**config.mk**
```make
export PLATFORM = sky130hd
export DESIGN_NAME = feature_packetizer
export DESIGN_NICKNAME = d
export VERILOG_FILES = /design/src/rtl/feature_packetizer.sv
export SDC_FILE = /design/constraint.sdc
export NUM_CORES = 1
export LEC_CHECK = 0
export CAP_MARGIN = 15
export CORE_ASPECT_RATIO = 1.25
export CORE_MARGIN = 2
export CORE_UTILIZATION = 55
export CTS_CLUSTER_DIAMETER = 80
export DETAILED_ROUTE_END_ITERATION = 10
export PLACE_DENSITY = 0.86
export SETUP_SLACK_MARGIN = 0.02
export SYNTH_ARGS = -nofsm -noshare
export SYNTH_HDL_FRONTEND = slang
export SYNTH_SLANG_ARGS = --single-unit
```
**constraint.sdc**
```tcl
create_clock -name clk -period 4.51 [get_ports clk]
set_input_delay 0.902 -clock clk [delete_from_list [all_inputs] [get_ports clk]]
set_output_delay 0.902 -clock clk [all_outputs]
set_load 0.01 [all_outputs]
```
**src/rtl/feature_packetizer.sv**
```systemverilog
// Serializes one feature set into a 27-byte UART telemetry packet:
// sync pair, big-endian fields, XOR checksum of the payload bytes.
module feature_packetizer #(
    parameter int NUM_BANDS = 8,
    parameter logic [7:0] SYNC0 = 8'hAA,
    parameter logic [7:0] SYNC1 = 8'h55
) (
    input  logic                      clk,
    input  logic                      rst,
    input  logic                      feat_strobe,
    input  logic [15:0]               frame_cnt,
    input  logic [15:0]               peak_bin,
    input  logic [15:0]               peak_mag,
    input  logic [16*NUM_BANDS-1:0]   bands,
    input  logic [15:0]               centroid,
    output logic [7:0]                tx_data,
    output logic                      tx_valid,
    input  logic                      tx_ready,
    output logic                      busy,
    output logic [7:0]                drop_cnt
);
    localparam int SW = 16 * (NUM_BANDS + 4);
    localparam logic [4:0] LAST = 5'(2 + 2 * (NUM_BANDS + 4));

    typedef enum logic {IDLE, SEND} state_t;

    // Handshake: a byte moves on any cycle where tx_valid and tx_ready are both
    // high; tx_data is held stable while tx_valid is high and tx_ready is low.
    state_t          state;
    state_t          state_nxt;
    logic [SW-1:0]   shadow;
    logic [SW-1:0]   shadow_in;
    logic [SW-1:0]   shifted;
    logic [16*NUM_BANDS-1:0] bands_be;
    logic [4:0]      index;
    logic [4:0]      pidx;
    logic [7:0]      chk;
    logic [7:0]      cur_byte;
    logic            xfer;

    // Band 0 goes first on the wire, so reverse band order into the shadow word.
    always_comb begin
        bands_be = '0;
        for (int k = 0; k < NUM_BANDS; k++) begin
            bands_be[16*(NUM_BANDS-1-k) +: 16] = bands[16*k +: 16];
        end
    end

    assign shadow_in = {frame_cnt, peak_bin, peak_mag, bands_be, centroid};
    assign xfer      = tx_valid & tx_ready;
    assign pidx      = index - 5'd2;
    assign shifted   = shadow << {pidx, 3'b000};

    always_comb begin
        cur_byte = shifted[SW-1 -: 8];
        if (index == 5'd0) begin
            cur_byte = SYNC0;
        end else if (index == 5'd1) begin
            cur_byte = SYNC1;
        end else if (index == LAST) begin
            cur_byte = chk;
        end
    end

    // State register
    always_ff @(posedge clk) begin
        if (rst) begin
            state <= IDLE;
        end else begin
            state <= state_nxt;
        end
    end

    // Next-state logic
    always_comb begin
        state_nxt = state;
        case (state)
            IDLE: if (feat_strobe) state_nxt = SEND;
            SEND: if (xfer && index == LAST) state_nxt = IDLE;
            default: state_nxt = IDLE;
        endcase
    end

    // Output logic
    always_comb begin
        tx_valid = 1'b0;
        busy     = 1'b0;
        tx_data  = 8'h00;
        if (state == SEND) begin
            tx_valid = 1'b1;
            busy     = 1'b1;
            tx_data  = cur_byte;
        end
    end

    always_ff @(posedge clk) begin
        if (rst) begin
            shadow   <= '0;
            index    <= '0;
            chk      <= '0;
            drop_cnt <= '0;
        end else begin
            if (state == IDLE && feat_strobe) begin
                shadow <= shadow_in;
                chk    <= '0;
                index  <= '0;
            end else if (state == SEND && xfer) begin
                index <= (index == LAST) ? 5'd0 : index + 5'd1;
                if (index >= 5'd2 && index < LAST) begin
                    chk <= chk ^ cur_byte;
                end
            end
            // Strobe during the last-byte transfer still counts: busy is high then.
            if (state == SEND && feat_strobe && drop_cnt != 8'hFF) begin
                drop_cnt <= drop_cnt + 8'd1;
            end
        end
    end
endmodule

```
==> results by group, run 1 <==
Run status
  • Status: finished, final reports clean

Global routing
  • Gr usage total: 29.3%
  • Vias in the first global route: 8896
  • Maximum number of pins on one net before global-route repair: 193
  • Initial antenna violation count: 0
  • First-pass GRT wire length: 44000 um
  • Total gr overflow: 0

Critical path
  • Delay-heaviest family, CP: buffers and inverters
  • Startpoint Class: register
  • R2r startpoint: index[1]
  • CP Buf/Inv Count: 3
  • Slowest cell on crit path: clkdlybuf4s50_1
  • Crit end category: output port
  • Max incr delay on CP: 0.64 ns
  • Critical path required time: 3.61 ns
  • CP Launch Point: index[1]
  • CP cell instances: inv_1 > ha_4 > buf_6 > mux2i_1 > a22oi_1 > a32oi_1 > and2_1 > a211oi_1 > clkdlybuf4s50_1
  • CP max FO: 23
  • CP arrival: 3.49 ns
  • CP Class: register to output port

Synth
  • Complex-gate fraction of the synthesized area: 18.5%
  • Syn Nets: 1439
  • Xor/xnor share of the synthesized area: 0.360%
  • Synth unique cells: 59
  • Synthesized area per cell: 7.88 um^2
  • Syn. warnings: 0
  • Area leader, netlist: dfxtp_1
  • Post-synth ARST share: 0%
  • Synth Instances: 1235
  • Synth Area in Adders: 1.03%
  • Number of synthesized flops with an enable pin: 0
  • Simple-gate share of the synthesized area: 21.1%
  • Post-synthesis mux area share: 10.2%
  • Synth area leaders: dfxtp_1 44%, nand2_1 16%, a21oi_1 11%
  • Mapped Area: 9730 um^2
  • Sequential fraction of the synthesis area: 44.0%
  • Synth top area share: 44.0%
  • Dominant synthesized flop cell: dfxtp_1
  • Largest family of logic cells by synthesized area: simple AND/OR/NAND/NOR gates
  • Yosys reg bits: 214

Clock tree
  • Worst-case clock buffer depth: 3
  • CTS H-tree depth: 1
  • Total CTS buffers: 20
  • Clock slew seen by the registers of the worst setup and hold paths: 0.07 ns
  • Clk sink count: 214
  • CTS tree: yes
  • Clock root cell: clkbuf_16
  • Later-pin clock latency in the skew report: 0.50 ns

Run
  • Max-cap violations: 0

Pwr
  • Leakage: 4.44 nW
  • Worst VDD drop: 0.274 mV
  • PD cells: 349 nW/um^2

Routing
  • DR vias/cell: 5.72
  • Drt first-iter violations: 913
  • Post-route ant nets: 0
  • Drt pass-1 iters: 5
  • Routed Wire Length: 28600 um
  • DRC viols: 0
  • Routed WL per cell: 17.5 um
  • DR vias: 9353

STA
  • Actual slew at the worst max-slew pin: 1.04 ns
  • Relative slew slack: 30.3%
  • Final setup TNS: 0 ns
  • Clock Skews: 0.0112 ns
  • Post-route minimum period: 4.39 ns
  • Period utilization: 97.4%
  • RSZ-0062 raised after global routing: no
  • FMAX: 228 MHz
  • Max-slew violations: 0
  • Final hold violations: 0
  • Hold Slack: 0.455 ns
  • Setup Viol. Count Final: 0

Placement
  • HPWL Detailed: 19800 um
  • GP Congestion: 0.932
  • IO buf count: 213

Die
  • Die area: 18800 um^2
  • Die W: 123 um
  • Initial Util: 56.0%
  • # IOs: 214
  • Core ar.: 17400 um^2
  • Cell Rows: 54
  • Die Ht: 153 um

Finish
  • Layout area overhead: 29.4%
  • Layout Nets: 1601
  • Antenna cells: 0
  • Share of layout cells above drive strength 1: 4.68%
  • Multi-input logic area: 5010 um^2
  • Most common cell after layout, fill and taps aside: nand2_1
  • Commonest cells after routing, fill and taps aside: 409 x nand2_1, 214 x dfxtp_1, 212 x clkdlybuf4s50_1
  • Seq. cell area: 4280 um^2
  • Fillers: 1318

Worst hold path
  • Min-delay src: shadow[116]
  • Worst Hold Class: register to register
synth_stat cells (3+ instances only):
master	n
or3_1	4
a211oi_1	4
xnor2_1	3
ha_1	8
nor2b_1	4
nand4_1	8
inv_1	4
buf_2	9
and3_1	7
clkbuf_1	65
o22ai_1	6
nor2_1	28
a22oi_1	45
nand2b_1	3
and2_1	5
o21ai_1	5
nand2_1	410
nor3_1	3
o21ai_0	25
mux2i_1	98
buf_4	7
o311ai_1	3
or4b_1	3
o211ai_1	4
dfxtp_1	214
nand3b_1	3
buf_6	6
nand3_1	8
a21oi_1	206
final timing paths:
check / to / slack, ns / cells after the start
max: tx_data[0] / 0.12 / 9
min: shadow[116] / 0.46 / 2
max reg2reg: chk[7] / 1.81 / 10
min reg2reg: shadow[116] / 0.46 / 2
timing repair:
item | CTS | global route
setup endpoints to repair | 0 | 3
hold buffers | 0 | 0
setup buffers | 0 | 0
gates resized for setup | 0 | 1
state kept, by name, indices dropped and copies added, names as in the netlist:
name	cells
chk	8
shadow	192
index	5
state	1
drop_cnt	8
metal layers:
layer	vias to the layer above	GRT usage (%)	share of wire, %
li1	4537	-	-
met1	4340	36.6	40
met2	401	50.3	50
met3	75	3.74	6.5
met4	0	12.3	4.0
met5	-	0	0
worst reg2reg max path, cell delays in order (launching register included):
cell and delay, ns:
dfxtp_1 0.34, inv_1 0.11, ha_4 0.39, buf_12 0.26, buf_4 0.26, mux2i_1 0.21
a22oi_1 0.11, nand4_1 0.19, o21ai_1 0.11, or4b_1 0.51, o311ai_1 0.10
per-stage QoR:
stage	cell area, um^2	instances	util [%]	total power [mW]	setup WS (ns)
floorplan	9730	1235	-	2.34	1.25
global placement	11900	1599	68.4	2.60	0.721
finish	12600	1634	72.5	4.39	0.117
CTS	12600	1634	72.5	4.40	0.0917
detailed placement	11900	1599	68.4	2.61	0.637
global route	12600	1634	72.5	4.53	0.0238
cells by family after synthesis:
family,after synthesis
compound gates,316
xor+xnor,4
fa+ha+maj,8
buf+inv,96
flops,214
mux,99
simple gates,498
where the power goes:
group | internal [mW] | total [mW] | switching, mW
clock | 1.09 | 1.82 | 0.730
combinational | 0.264 | 0.522 | 0.258
sequential | 1.99 | 2.06 | 0.0662
total | 3.34 | 4.39 | 1.05
area by class of cell:
| type | instances | area share (%) |
|---|---|---|
| Clock buffer | 27 | 4.67 |
| Clock inverter | 8 | 0.954 |
| Inverter | 5 | 0.149 |
| Multi-Input combinational cell | 925 | 39.7 |
| Sequential cell | 214 | 34.0 |
| Tap cell | 224 | 2.23 |
| Timing Repair Buffer | 231 | 18.2 |
Note: power is estimated with default switching activity, not from simulation.
==> run 2: changes to the inputs <==
- CAP_MARGIN: 15 -> 10
- DONT_BUFFER_PORTS: not set -> 1
- PLACE_DENSITY: 0.86 -> 0.7
==> results by group, run 2 (synthesis gave the netlist of run 1 again) <==
Finish
  • Layout Nets: 1386
  • Largest register by flop count: shadow
  • Share of layout cells above drive strength 1: 5.18%
  • Biggest regs: shadow: 192 flops, chk: 8 flops, drop_cnt: 8 flops
  • Most common cell after layout, fill and taps aside: nand2_1
  • Antenna cells: 0
  • Layout area overhead: 6.87%
  • Max reg flops: 192
  • Commonest cells after routing, fill and taps aside: 409 x nand2_1, 212 x dfxtp_1, 206 x a21oi_1

Critical path
  • Reg-to-reg endpoint: chk[1]
  • Delay-heaviest family, CP: compound AO/OA/AOI/OAI gates
  • Max incr delay on CP: 0.63 ns
  • Flop-to-flop setup slack: 1.58 ns
  • CP cell instances: inv_1 > ha_4 > buf_12 > mux2i_1 > a22oi_1 > nand2_1 > o21ai_1 > nor2_1 > a211oi_1
  • CP Buf/Inv Count: 2
  • Critical path required time: 3.61 ns
  • Crit end category: output port
  • Startpoint Class: register
  • Slowest cell on crit path: a211oi_1
  • R2r startpoint: index[2]
  • CP Launch Point: index[2]
  • CP Capture Point: tx_data[2]
  • CP max FO: 39
  • Worst reg-to-reg path cell count: 10
  • CP arrival: 3.39 ns
  • Stages on worst setup path: 9
  • CP Class: register to output port

STA
  • FMAX: 233 MHz
  • Relative slew slack: 44.0%
  • Post-route minimum period: 4.29 ns
  • Final setup TNS: 0 ns
  • RSZ-0062 raised after global routing: no
  • Final hold violations: 0
  • Actual slew at the worst max-slew pin: 0.840 ns
  • Max-slew violations: 0
  • Setup Viol. Count Final: 0
  • Hold Slack: 0.454 ns
  • Period utilization: 95.2%
  • Clock Skews: 0.0142 ns

Run status
  • Status: finished, final reports clean

Pwr
  • Worst VDD drop: 0.283 mV
  • Leakage: 3.58 nW
  • PD cells: 393 nW/um^2

Clock tree
  • Clk sink count: 214
  • Clock slew seen by the registers of the worst setup and hold paths: 0.06 ns
  • CTS H-tree depth: 1
  • Total CTS buffers: 22
  • Worst-case clock buffer depth: 3
  • Post-CTS Setup Repair Bufs: 0
  • Hold_buf cts: 0
  • CTS-repair resized insts: 0
  • Later-pin clock latency in the skew report: 0.51 ns
  • Clock root cell: clkbuf_16
  • CTS tree: yes

Routing
  • DR vias: 8203
  • DR vias/cell: 5.77
  • Post-route ant nets: 0
  • Drt first-iter violations: 564
  • DRC viols: 0
  • Routed Wire Length: 25600 um
  • Routed WL per cell: 18.0 um
  • Drt pass-1 iters: 5

Die
  • # IOs: 214
  • Die area: 18800 um^2
  • Die Ht: 153 um
  • Core ar.: 17400 um^2
  • Initial Util: 56.0%
  • Cell Rows: 54
  • Die W: 123 um

Run
  • Max-cap violations: 0

Placement
  • HPWL Detailed: 17700 um
  • IO buf count: 0
  • GP Congestion: 0.875

Global routing
  • Vias in the first global route: 7632
  • Gr usage total: 26.3%
  • Maximum number of pins on one net before global-route repair: 204
  • Initial antenna violation count: 0
  • Total gr overflow: 0
  • First-pass GRT wire length: 39400 um

Worst hold path
  • Worst Hold Class: register to register
run 2: cell types whose count changed in the layout (fill, tap and decap cells not counted), sizes merged:
cell,before,now
clkdlybuf4s50,212,0
clkinv,3,5
clkinvlp,2,1
clkbuf,27,33
buf,19,14
bufinv,3,0
run 2: layer usage:
layer  track usage [%]  wire length [um]
met5                 0                 0
met4              7.99               656
met3              4.15              1490
met2              43.0             12300
met1              35.3             11200
run 2: tightest hold or removal path, cell delays in order, from the launching register on:
cell and delay (ns):
dfxtp_1 0.31, nand2_1 0.05, a21oi_1 0.05
run 2: worst min-delay path by stage:
stage,start,cells past startpoint,end
final,shadow[170],2,shadow[170]
after global routing,rst,1,drop_cnt[4]
after CTS,shadow[170],2,shadow[170]
after detailed placement,shadow[10],2,shadow[10]
after global placement,shadow[19],2,shadow[19]
after floorplan,shadow[0],2,shadow[0]
run 2: area by class of cell:
cell class | count | area (um^2)
Clock inverter | 6 | 32.5
Inverter | 5 | 18.8
Timing Repair Buffer | 14 | 130
Tap cell | 224 | 280
Sequential cell | 214 | 4290
Multi-Input combinational cell | 925 | 5010
Clock buffer | 33 | 643
Fill cell | 1606 | 6970
run 2: metrics by stage:
step | worst slack, ns | power (mW) | std cells | utilization (%) | instance area [um^2]
6_report | 0.217 | 4.08 | 1421 | 59.9 | 10400
5_1_grt | 0.0803 | 4.24 | 1421 | 59.9 | 10400
4_1_cts | 0.101 | 4.11 | 1421 | 59.9 | 10400
3_5_place_dp | 0.636 | 2.40 | 1382 | 56.0 | 9720
3_3_place_gp | 0.678 | 2.39 | 1382 | 56.0 | 9720
2_1_floorplan | 1.25 | 2.34 | 1235 | - | 9730
run 2: report_power, final:
group / switching (mW) / internal [mW]
clock network: 0.740 / 0.984
logic: 0.198 / 0.109
registers: 0.0627 / 1.99
total: 1.00 / 3.08
